`config.mk`:
```
export PLATFORM = sky130hd
export DESIGN_NAME = div_unit
export DESIGN_NICKNAME = d
export VERILOG_FILES = /design/src/rtl/div_unit_pkg.sv /design/src/rtl/div_unit_step.sv /design/src/rtl/div_unit.sv
export SDC_FILE = /design/constraint.sdc
export NUM_CORES = 1
export LEC_CHECK = 0
export BUFFER_PORTS_ARGS = -buffer_cell sky130_fd_sc_hd__buf_2
export CAP_MARGIN = 20
export CORE_UTILIZATION = 55
export DETAILED_ROUTE_END_ITERATION = 7
export PLACE_DENSITY = 0.79
export SLEW_MARGIN = 20
export SYNTH_ARGS = -nofsm -noshare
export SYNTH_HDL_FRONTEND = slang
export SYNTH_SLANG_ARGS = --single-unit
```
`constraint.sdc`:
```
create_clock -name clk -period 8.7 [get_ports clk]
set_clock_uncertainty 0.15 [all_clocks]
set_input_delay 0.87 -clock clk [delete_from_list [all_inputs] [get_ports clk]]
set_output_delay 0.87 -clock clk [all_outputs]
set_load 0.03 [all_outputs]
```
`src/rtl/div_unit_pkg.sv`:
```
// Shared definitions for the EX-stage divider: FSM encoding, default width and
// the HI/LO field positions inside the packed {remainder, quotient} result.
package div_unit_pkg;

  localparam int DIV_WIDTH = 32;
  localparam int DIV_CNT_W = 6;

  // LO holds the quotient, HI holds the remainder.
  localparam int DIV_LO_LSB = 0;
  localparam int DIV_LO_MSB = DIV_WIDTH - 1;
  localparam int DIV_HI_LSB = DIV_WIDTH;
  localparam int DIV_HI_MSB = 2 * DIV_WIDTH - 1;

  typedef enum logic [1:0] {
    DIV_IDLE = 2'd0,
    DIV_DIVZ = 2'd1,
    DIV_BUSY = 2'd2,
    DIV_DONE = 2'd3
  } divState_t;

endpackage

```
`src/rtl/div_unit_step.sv`:
```
// One restoring-division iteration: shift the next dividend bit into the partial
// remainder and subtract the divisor if it fits.
module div_step
  import div_unit_pkg::*;
#(
  parameter int WIDTH = DIV_WIDTH
) (
  input  logic [WIDTH-1:0] remIn,
  input  logic             dividendBit,
  input  logic [WIDTH-1:0] divisor,
  output logic [WIDTH-1:0] remOut,
  output logic             quoBit
);

  logic [WIDTH:0] shifted;
  logic [WIDTH:0] diff;

  // remIn < divisor, so the shifted value fits in WIDTH+1 bits and a set MSB of
  // the difference means the subtraction went negative.
  always_comb begin
    shifted = {remIn, dividendBit};
    diff    = shifted - {1'b0, divisor};
    quoBit  = ~diff[WIDTH];
    remOut  = quoBit ? diff[WIDTH-1:0] : shifted[WIDTH-1:0];
  end

endmodule

```
`src/rtl/div_unit.sv`:
```
// Multi-cycle radix-2 restoring divider for DIV/DIVU, with hazard-unit stall output,
// exception annul, and {HI=remainder, LO=quotient} result.
module div_unit
  import div_unit_pkg::*;
#(
  parameter int WIDTH = DIV_WIDTH,
  parameter int CNT_W = DIV_CNT_W
) (
  input  logic               clk,
  input  logic               rst,
  input  logic               start_i,
  input  logic               signed_i,
  input  logic [WIDTH-1:0]   opa_i,
  input  logic [WIDTH-1:0]   opb_i,
  input  logic               annul_i,
  output logic [2*WIDTH-1:0] result_o,
  output logic               ready_o,
  output logic               stall_div_o,
  output divState_t          dbgState
);

  localparam logic [CNT_W-1:0] LAST_ITER = CNT_W'(WIDTH - 1);

  divState_t        state, nextState;
  logic [CNT_W-1:0] counter;
  logic [WIDTH-1:0] remReg;
  logic [WIDTH-1:0] quoReg;
  logic [WIDTH-1:0] divisorReg;
  logic             negQuo, negRem;
  logic [2*WIDTH-1:0] resultReg;

  logic [WIDTH-1:0] absA, absB;
  logic [WIDTH-1:0] stepRem;
  logic             stepQuo;
  logic [WIDTH-1:0] finalQuo, fixQuo, fixRem;
  logic             lastIter;

  // quoReg starts as the dividend; its MSB feeds each step while quotient bits
  // shift in at the bottom.
  div_step #(.WIDTH(WIDTH)) uStep (
    .remIn      (remReg),
    .dividendBit(quoReg[WIDTH-1]),
    .divisor    (divisorReg),
    .remOut     (stepRem),
    .quoBit     (stepQuo)
  );

  always_comb begin
    absA     = (signed_i && opa_i[WIDTH-1]) ? -opa_i : opa_i;
    absB     = (signed_i && opb_i[WIDTH-1]) ? -opb_i : opb_i;
    lastIter = (counter == LAST_ITER);
    finalQuo = {quoReg[WIDTH-2:0], stepQuo};
    fixQuo   = negQuo ? -finalQuo : finalQuo;
    fixRem   = negRem ? -stepRem : stepRem;
  end

  always_comb begin
    nextState = state;
    case (state)
      DIV_IDLE: if (start_i) nextState = (opb_i == '0) ? DIV_DIVZ : DIV_BUSY;
      DIV_DIVZ: nextState = DIV_DONE;
      DIV_BUSY: if (lastIter) nextState = DIV_DONE;
      DIV_DONE: nextState = DIV_IDLE;
      default:  nextState = DIV_IDLE;
    endcase
    if (annul_i) nextState = DIV_IDLE;
  end

  always_ff @(posedge clk) begin
    if (rst) begin
      state      <= DIV_IDLE;
      counter    <= '0;
      remReg     <= '0;
      quoReg     <= '0;
      divisorReg <= '0;
      negQuo     <= 1'b0;
      negRem     <= 1'b0;
      resultReg  <= '0;
    end else begin
      state <= nextState;
      if (!annul_i) begin
        case (state)
          DIV_IDLE: begin
            if (start_i && opb_i != '0) begin
              remReg     <= '0;
              quoReg     <= absA;
              divisorReg <= absB;
              negQuo     <= signed_i && (opa_i[WIDTH-1] != opb_i[WIDTH-1]);
              negRem     <= signed_i && opa_i[WIDTH-1];
              counter    <= '0;
            end
          end
          DIV_DIVZ: resultReg <= '0;
          DIV_BUSY: begin
            remReg  <= stepRem;
            quoReg  <= finalQuo;
            counter <= counter + CNT_W'(1);
            // The sign fix-up is folded into the final iteration so the result
            // register is already valid in the DONE cycle.
            if (lastIter) resultReg <= {fixRem, fixQuo};
          end
          default: ;
        endcase
      end
    end
  end

  assign result_o    = resultReg;
  assign ready_o     = (state == DIV_DONE) && !annul_i;
  assign stall_div_o = start_i && !ready_o;
  assign dbgState    = state;

endmodule

```
* Yosys cells after proc, flatten, opt, wreduce, memory -nomap -nowiden
Cells that the tools add are included.
Cells by class: add/sub/neg operators 6, eq/ne operators 8, mux-type cells 17, bitwise gates (word level) 2, reductions and logical operators 18
Operators with widths (number):
- 32-bit 2-to-1 mux | 7
- 32-bit negation | 4
- 32-bit case mux with 2 select lines | 2
- 64-bit case mux with 2 select lines | 1
- 64-bit 2-to-1 mux | 1
- 33-bit by 32-bit subtractor with 33-bit output | 1
- 32-bit zero test | 1
- 32-bit nonzero test | 1
- 6-bit case mux with 2 select lines | 1
- 3-bit AND reduction | 3
- 2-bit case mux with 4 select lines | 1
- 6-bit by 1-bit adder with 6-bit output, second input constant | 1
- 6-bit by 5-bit equality test with 1-bit output, second input constant | 1
- 1-bit logical AND | 6
- 2-bit 2-to-1 mux | 3
- 6-bit 2-to-1 mux | 1
- 2-bit != test, second input constant | 3
- 2-bit equality test, second input constant | 2
- 2-bit nonzero test | 2
- 2-bit by 1-bit equality test with 1-bit output, second input constant | 1
- 1-bit zero test | 2
- 2-bit zero test | 1
- 1-bit NOT | 2
- 2-bit AND reduction | 1
- other kinds (2) | 2
Storage, ports and cells: register bits 170, bits of input ports 69, output and inout port bits 68, logic and storage cells 59

* Logic depth before layout (Yosys ltp)
Gate-level depths: netlist (run 1).
depth in word-level cells 6, depth in mapped cells 27

* Hierarchy
A second synthesis (run 1) with hierarchy kept.
Unflattened totals: cells, all modules 1435, area, all modules 11254.5 µm²
Modules (own cells, without submodules):
- div_unit | instances 1, cells each 1129, area each 8888.5 µm²
- div_step | instances 1, cells each 306, area each 2366.0 µm²

* Least setup slack after synthesis (run 1)
No wires, ideal clock.
kind register to register, start point reg quoReg[31], end point reg resultReg[26] (netlist: result_o[26]), setup time 0.128 ns, arrival time 4.963 ns, path slack 3.460 ns, stages on the path, launching flop included 24, buffers on the path 3, cells stage by stage dfxtp_1 -> inv_1 -> ha_1 -> inv_1 -> fa_1 -> a211oi_1 -> o211ai_1 -> a31o_2 -> o211a_1 -> o211a_2 -> inv_2 -> buf_2 -> buf_2 -> buf_2 -> ha_1 -> nand2_1 -> or4_4 -> or2_1 -> or4_4 -> or4_4 -> o21ai_2 -> xnor2_1 -> a22oi_2 -> nor2_1
On the way: longest elaborated chain between the ends 6
Ends and longest elaborated chain:
- start, declared | line div_unit.sv:27 | logic [WIDTH-1:0] quoReg;
- start signal, assigned | line div_unit.sv:86 | quoReg <= absA;
- start signal, assigned | line div_unit.sv:96 | quoReg <= finalQuo;
- 33-bit by 32-bit subtractor with 33-bit output | line div_unit_step.sv:22 | diff = shifted - {1'b0, divisor};
- 1-bit NOT | line div_unit_step.sv:23 | quoBit = ~diff[WIDTH];
- 32-bit negation | line div_unit.sv:53 | fixQuo = negQuo ? -finalQuo : finalQuo;
- 32-bit 2-to-1 mux | line div_unit.sv:53
- 64-bit 2-to-1 mux | line div_unit.sv:100 | if (lastIter) resultReg <= {fixRem, fixQuo};
- 64-bit case mux with 2 select lines | line div_unit.sv:82 | case (state)
- end signal, assigned | line div_unit.sv:100
- end, declared | line div_unit.sv:30 | logic [2*WIDTH-1:0] resultReg;
Every way passes these cells. The select of a mux whose other input is x is not followed. A chain may end at the register's enable or synchronous reset.

* Final worst setup path (run 1)
start point reg quoReg[31], end point reg resultReg[60] (netlist: result_o[60])
On the way: longest elaborated chain between the ends 6
Ends and longest elaborated chain:
- 33-bit by 32-bit subtractor with 33-bit output | line div_unit_step.sv:22
- 32-bit 2-to-1 mux (*) | line div_unit_step.sv:24 | remOut = quoBit ? diff[WIDTH-1:0] : shifted[WIDTH-1:0];
- 32-bit negation | line div_unit.sv:54 | fixRem = negRem ? -stepRem : stepRem;
- 32-bit 2-to-1 mux (*) | line div_unit.sv:54
- 64-bit 2-to-1 mux (*) | line div_unit.sv:100
- 64-bit case mux with 2 select lines (*) | line div_unit.sv:82
Every way passes the cells marked *; elsewhere a longest branch is shown, timed or not. The select of a mux whose other input is x is not followed.

==> run_results.csv, run 1 <==
group,metric,value,unit
logic_synthesis,yosys.area.top_type,"sky130_fd_sc_hd__dfxtp_1",
sta,setup_repair_after_global_routing_missed_its_margin,"no",
clock_network,cts.reportedPaths.clkPinSlew,0.08,ns
logic_synthesis,synth.area.top_cells,"sky130_fd_sc_hd__dfxtp_1 (29%), sky130_fd_sc_hd__nand2_1 (8.3%), sky130_fd_sc_hd__a21oi_1 (6.0%)",
routing,wl_per_cell,17.4,um
setup_path,worst_r2r_startpoint,"quoReg[31]",
global_routing,wire_length_of_the_first_global_routing_pass,54.7,mm
setup_path,worst-endpoint-arrival,5.95,ns
sta,fmax,0.172,GHz
cells_and_area,final_layout_size_suffix_gt1_share,12.4,%
run_status,outcome,"completed",
logic_synthesis,synth_fa_ha_area_share,4.42,%
setup_path,worst_path_top_cell_family_by_delay,"compound AO/OA/AOI/OAI gates",
logic_synthesis,synthesis.instances,1622,
clock_network,post_cts_resize_count,0,
logic_synthesis,yosys.area_share.simple,24.7,%
sta,period_minus_slack,5.81,ns
setup_path,setup.worst_path.class,"register to register",
sta,relative_slew_slack,26.0,%
routing,remaining_drc_errors,0,
setup_path,timing.rr.end,"result_o[60]",
global_routing,antenna_violations_before_repair,0,
global_routing,gr-total-overflow,0,
routing,antenna_violating_nets_post_route,0,
pwr,p_leak,5.11,nW
placed_design,dpl.hpwl,25.5,mm
placed_design,globalplace.congestion,0.917,
logic_synthesis,post-synth-top-area-fraction,28.9,%
clock_network,cts_hold_buffers,0,
setup_path,worst_ep_required_time,8.83,ns
floorplanning,initial_utilization,56.0,%
flow_run,cap_violations,0,
floorplanning,io_pins,137,
setup_path,timing.reg2reg.setup_slack,2.89,ns
sta,final.setup.tns,0,ns
setup_path,crit_path_max_fanout,39,
setup_path,max_stage_delay,0.51,ns
logic_synthesis,synth_edf_count,0,
clock_network,postCtsSetupRepairBufs,0,
routing,route.final.wire_length,34.4,mm
placed_design,placed_cells_incl_taps,1943,
clock_network,cts.root.buffer_cell,"sky130_fd_sc_hd__clkbuf_16",
floorplanning,area_of_the_die,0.0220,mm2
global_routing,grt_start_max_net_pins,87,
cells_and_area,diode_count,0,
setup_path,cp_cell_sequence,"inv_1, ha_1, inv_1, fa_1, a211oi_1, o211ai_1, a31o_2, o211a_1, o211a_2, inv_2, o21ai_0, inv_1, ha_1, nand3_1, or3_1, or3_1, nor3_1, nand2_1, or3_1, o31ai_1, a41oi_1, xnor2_1, o21ai_0",
clock_network,clkSinkCount,170,
clock_network,tritoncts.num_buffers,17,
sta,final_worst_path_period_share,66.8,%
min_path,timing.hold.worst.class,"register to register",
logic_synthesis,compound_gate_fraction_of_synth_area,24.5,%
clock_network,h-tree-depth,4,
logic_synthesis,postSynth.asyncResetShare,0,%
cells_and_area,total_of_fill_cells_in_the_finished_design,1948,
logic_synthesis,syn_area_per_cell,7.26,um2
logic_synthesis,synth_top_family_by_area,"simple AND/OR/NAND/NOR gates",
pwr,ir_worst_vdd,0.139,mV
global_routing,gr-usage-all-layers,31.2,%
logic_synthesis,synth_area,0.0118,mm2
logic_synthesis,yosysWarningCount,0,
global_routing,grt_pass1_vias,10500,
clock_network,clock_tree.buffer_depth,2,
setup_path,timing.reg2reg.worst_path_depth,23,
setup_path,timing.critical_path.to_type,"register",
setup_path,path_buf_inv,4,
routing,drt_pass1_iterations,8,
cells_and_area,final_cell_count_no_fill,1975,
placed_design,buffers_on_ports,136,
sta,drv_slew,0,
logic_synthesis,mux_share_of_post_synthesis_cell_area,1.99,%
logic_synthesis,synthesis.nets,1732,
logic_synthesis,top_flip_flop_cell_by_instance_count_after_synthesis,"sky130_fd_sc_hd__dfxtp_1",
sta,final-hold-violation-count,0,
setup_path,timing.critical_path.slowest_stage_cell,"sky130_fd_sc_hd__inv_2",
floorplanning,die-width,148,um
clock_network,skew_pair_late_insertion_delay,0.44,ns
routing,drt_iter0_markers,956,
min_path,min_path_cells,2,
routing,number_of_vias_per_cell,6.05,
setup_path,crit_path_cell_count,23,
logic_synthesis,synth-seq-cells,170,
cells_and_area,fin_nets,1797,
pwr,power_density,157,mW/mm2
min_path,whs_endpoint,"result_o[25]",
routing,dr_total_vias,12000,
logic_synthesis,synth_xor_area_share,10.3,%
logic_synthesis,yosys.cell_types.count,71,
floorplanning,floorplan.rows,53,
floorplanning,die_boundary_height,148,um
min_path,min_from,"result_o[25]",
sta,slew_at_the_pin_closest_to_its_max_slew_limit,1.11,ns
cells_and_area,syn_to_final_growth,11.1,%
sta,final-setup-viol-count,0,
clock_network,tritoncts_clock_tree,"yes",
logic_synthesis,synth.yosys.seq_area_share,28.9,%
floorplanning,core_footprint,0.0210,mm2
setup_path,crit_path_start_kind,"register",
-- layer usage --
layer,track usage [%],wire [um]
met3,3.93,2310
met1,45.7,16100
met2,47.1,15200
met5,0,0
met4,9.90,864
-- stage by stage --
stage | total power, mW | setup WS [ns] | hold slack, ns | utilization, % | area [um2]
after global placement | 1.28 | 3.16 | 0.280 | 59.4 | 12500
final | 2.05 | 2.89 | 0.299 | 62.3 | 13100
after global routing | 2.14 | 2.37 | 0.322 | 62.3 | 13100
after CTS | 2.05 | 2.99 | 0.307 | 62.3 | 13100
after floorplan | 1.17 | 3.46 | 0.282 | - | 11800
after detailed placement | 1.29 | 2.99 | 0.288 | 59.4 | 12500
-- cells by family after synthesis --
kind of cell	after synthesis
mux	23
compound gates	463
flops	170
xor+xnor	138
buf+inv	159
simple gates	628
fa+ha+maj	41
-- layout by cell type (no fill, tap or decap), types with 20 or more instances in the layout --
cell type,synthesis,layout
sky130_fd_sc_hd__nand3_1,41,41
sky130_fd_sc_hd__nor3_1,37,37
sky130_fd_sc_hd__inv_1,58,58
sky130_fd_sc_hd__a22oi_1,33,33
sky130_fd_sc_hd__dfxtp_1,170,170
sky130_fd_sc_hd__xor2_1,61,61
sky130_fd_sc_hd__xnor2_1,77,77
sky130_fd_sc_hd__buf_2,22,135
sky130_fd_sc_hd__o21ai_0,123,123
sky130_fd_sc_hd__o31ai_1,20,20
sky130_fd_sc_hd__nor2_1,149,147
sky130_fd_sc_hd__nand3b_1,24,24
sky130_fd_sc_hd__nand2_1,260,260
sky130_fd_sc_hd__a211oi_1,42,42
sky130_fd_sc_hd__mux2i_1,20,20
sky130_fd_sc_hd__or3_1,24,24
sky130_fd_sc_hd__a21oi_1,141,141
sky130_fd_sc_hd__ha_1,40,39
-- area by class of cell --
| type | count | area [um2] | share of cell area, % |
|---|---|---|---|
| Clock buffer | 17 | 425 | 3.25 |
| Clock inverter | 15 | 174 | 1.33 |
| Inverter | 60 | 225 | 1.72 |
| Multi-Input combinational cell | 1293 | 7760 | 59.3 |
| Sequential cell | 170 | 3400 | 26.0 |
| Tap cell | 275 | 344 | 2.63 |
| Timing Repair Buffer | 145 | 751 | 5.74 |
-- synthesized netlist by cell type (all sizes together) (5+ instances only) --
master,instances
o41ai,7
a21o,13
xor2,61
nand2,260
nand2b,14
buf,28
and2,13
a21oi,141
nor4,20
o31ai,21
a31oi,16
clkbuf,71
nand4,8
nor2,149
or3,24
o21bai,5
ha,40
nor2b,8
nor3,37
nor3b,5
o21ai,131
xnor2,77
inv,59
a41oi,5
a211oi,42
nand3b,24
mux2i,20
or2,8
a22oi,36
dfxtp,170
nand3,41
or4,8
o211ai,10
-- worst max path at each step --
| stage | startpoint | to |
|---|---|---|
| 2_1_floorplan | quoReg[31] | result_o[26] |
| 3_3_place_gp | quoReg[31] | result_o[60] |
| 3_5_place_dp | quoReg[31] | result_o[60] |
| 4_1_cts | quoReg[31] | result_o[60] |
| 5_1_grt | quoReg[31] | result_o[62] |
| 6_report | quoReg[31] | result_o[60] |
-- worst reg2reg max path: cells and delay by family (launching register included) --
family                   cells  cell delay, ns
XOR/XNOR                     1            0.18
adder cells (fa/ha/maj)      3            0.78
flip-flops                   1            0.33
AND/OR/NAND/NOR              6            1.35
AO/OA/AOI/OAI                9            2.13
buffers and inverters        4            0.75
-- power breakdown --
group          internal, mW  total [mW]  switching, mW
registers             0.801       0.827         0.0263
logic                 0.161       0.457          0.296
clock network         0.389       0.770          0.381
-- state kept, by name (all words and copies together) (netlist names) --
signal / count
counter: 6
result_o: 64
remReg: 32
negQuo: 1
negRem: 1
dbgState: 2
quoReg: 32
divisorReg: 32
Power figures use the tool's default switching activity.
==> inputs of run 2 (changes only) <==
Clock period 8.7 ns to 5.8 ns, I/O delays scaled along.
==> run 2 against run 1 <==
  * First-iteration DRC count increased by 46%
  * Routed wire length increased by 0.40%
  * Via count increased by 0.92%
  * Hold slack got worse by 0.035 ns
  * Clock-buffer cell count increased by 1
  * Critical endpoint unchanged
  * Clock power increased by 53%
  * Register-to-register slack got worse by 2.3 ns
  * Setup slack got worse by 2.3 ns
  * Global-route usage increased by 0.56 points
==> run_results.csv, run 2 (synthesis results as in run 1) <==
group,metric,value,unit
placed_design,dpl.hpwl,25.8,mm
global_routing,grt_pass1_vias,10600,
clock_network,skew_pair_late_insertion_delay,0.44,ns
setup_path,max_stage_delay,0.42,ns
min_path,min_path_cells,2,
floorplanning,io_pins,137,
clock_network,clock_tree.buffer_depth,2,
floorplanning,floorplan.rows,53,
sta,relative_slew_slack,25.7,%
min_path,min_from,"annul_i",
cells_and_area,syn_to_final_growth,11.6,%
sta,final_worst_path_period_share,90.6,%
floorplanning,core_footprint,0.0210,mm2
floorplanning,area_of_the_die,0.0220,mm2
sta,final-setup-viol-count,0,
setup_path,worst_ep_required_time,5.95,ns
setup_path,cp_cell_sequence,"inv_1, ha_1, inv_1, fa_1, a211oi_1, o211ai_1, a31o_2, o211a_1, o211a_4, inv_2, o21ai_0, buf_4, inv_1, ha_1, nand3_1, or3_1, or3_1, nor3_1, nand2_1, or3_1, o31ai_1, a41oi_1, xnor2_1, o21ai_0",
floorplanning,die_boundary_height,148,um
routing,antenna_violating_nets_post_route,0,
setup_path,crit_path_max_fanout,9,
cells_and_area,final_design_area_no_fill,0.0131,mm2
setup_path,timing.rr.end,"result_o[60]",
setup_path,timing.reg2reg.setup_slack,0.54,ns
routing,drt_iter0_markers,1398,
setup_path,worst_r2r_startpoint,"quoReg[31]",
min_path,timing.hold.worst.class,"primary input to register",
routing,remaining_drc_errors,0,
routing,dr_total_vias,12100,
setup_path,worst-endpoint-arrival,5.41,ns
global_routing,wire_length_of_the_first_global_routing_pass,55.9,mm
clock_network,tritoncts_clock_tree,"yes",
placed_design,buffers_on_ports,136,
pwr,p_leak,5.14,nW
sta,fmax,0.190,GHz
setup_path,crit_path_start_kind,"register",
placed_design,detailed_place.area,0.0125,mm2
pwr,ir_worst_vdd,0.186,mV
setup_path,timing.reg2reg.worst_path_depth,24,
cells_and_area,commonest_cells_after_routing_fill_and_taps_aside,"sky130_fd_sc_hd__nand2_1 (260), sky130_fd_sc_hd__dfxtp_1 (170), sky130_fd_sc_hd__nor2_1 (147)",
placed_design,post-place-ws,0.498,ns
global_routing,antenna_violations_before_repair,0,
cells_and_area,diode_count,0,
pwr,power_density,237,mW/mm2
routing,drt_pass1_iterations,5,
clock_network,h-tree-depth,4,
sta,final-hold-violation-count,0,
global_routing,gr-total-overflow,0,
cells_and_area,total_of_fill_cells_in_the_finished_design,1882,
setup_path,worst_path_top_cell_family_by_delay,"compound AO/OA/AOI/OAI gates",
cells_and_area,seq_area,0.00340,mm2
global_routing,grt_start_max_net_pins,92,
setup_path,path_buf_inv,5,
cells_and_area,multi_input_comb_area,0.00778,mm2
floorplanning,initial_utilization,56.0,%
setup_path,timing.critical_path.to_type,"register",
setup_path,setup.worst_path.class,"register to register",
global_routing,gr-usage-all-layers,31.7,%
flow_run,cap_violations,0,
placed_design,globalplace.congestion,0.948,
sta,setup_slack,0.543,ns
run_status,outcome,"completed",
routing,route.final.wire_length,34.6,mm
cells_and_area,final_util,62.5,%
cells_and_area,fin_nets,1801,
clock_network,tritoncts.num_buffers,17,
cells_and_area,largest_register_ffs,64,
clock_network,cts.reportedPaths.clkPinSlew,0.08,ns
setup_path,timing.critical_path.slowest_stage_cell,"sky130_fd_sc_hd__fa_1",
routing,number_of_vias_per_cell,6.10,
clock_network,clkSinkCount,170,
clock_network,cts.root.buffer_cell,"sky130_fd_sc_hd__clkbuf_16",
sta,period_minus_slack,5.26,ns
min_path,whs_endpoint,"dbgState[0]",
cells_and_area,layout.cells.most_common,"sky130_fd_sc_hd__nand2_1",
routing,wl_per_cell,17.5,um
sta,drv_slew,0,
clock_network,cts_hold_buffers,0,
sta,final.setup.tns,0,ns
pwr,power.total,3.11,mW
sta,slew_at_the_pin_closest_to_its_max_slew_limit,1.11,ns
sta,setup_repair_after_global_routing_missed_its_margin,"no",
floorplanning,die-width,148,um
cells_and_area,final_layout_size_suffix_gt1_share,12.5,%
## run 2: layout make-up
| type | count | area share [%] |
|---|---|---|
| Multi-Input combinational cell | 1293 | 59.1 |
| Clock inverter | 14 | 1.35 |
| Inverter | 60 | 1.71 |
| Timing Repair Buffer | 149 | 6.03 |
| Tap cell | 275 | 2.62 |
| Sequential cell | 170 | 25.9 |
| Clock buffer | 18 | 3.26 |
## run 2: per-stage QoR
step,std cells,hold WS [ns]
4_1_cts,1979,0.259
2_1_floorplan,1622,0.282
6_report,1979,0.263
3_3_place_gp,1947,0.280
5_1_grt,1979,0.288
3_5_place_dp,1947,0.288
## run 2: how the worst max path moves through the flow
stage / end / cells after the start / from
2_1_floorplan: result_o[26] / 23 / quoReg[31]
3_3_place_gp: result_o[60] / 25 / quoReg[31]
3_5_place_dp: result_o[60] / 25 / quoReg[31]
4_1_cts: result_o[60] / 25 / quoReg[31]
5_1_grt: result_o[60] / 25 / quoReg[31]
6_report: result_o[60] / 24 / quoReg[31]
## run 2: report_power, final
part	leakage (nW)	switching (mW)	total [mW]	internal, mW
Clock	0.293	0.558	1.18	0.620
Combinational	3.47	0.454	0.697	0.244
Sequential	1.38	0.0359	1.24	1.20
Total	5.14	1.05	3.11	2.06
## run 2: repair_timing
action / 4_1_cts / 5_1_grt
resized for setup: 0 / 1
setup buffers: 0 / 0
endpoints found under the setup margin: 0 / 2
## run 2: routing by layer
metal  GRT usage (%)  up-vias  wire length, um
met5               0        -                0
met4            9.18        0              612
met2            45.8      559            14600
li1                -     5851                -
met1            48.2     5604            16400
met3            4.57       53             2980
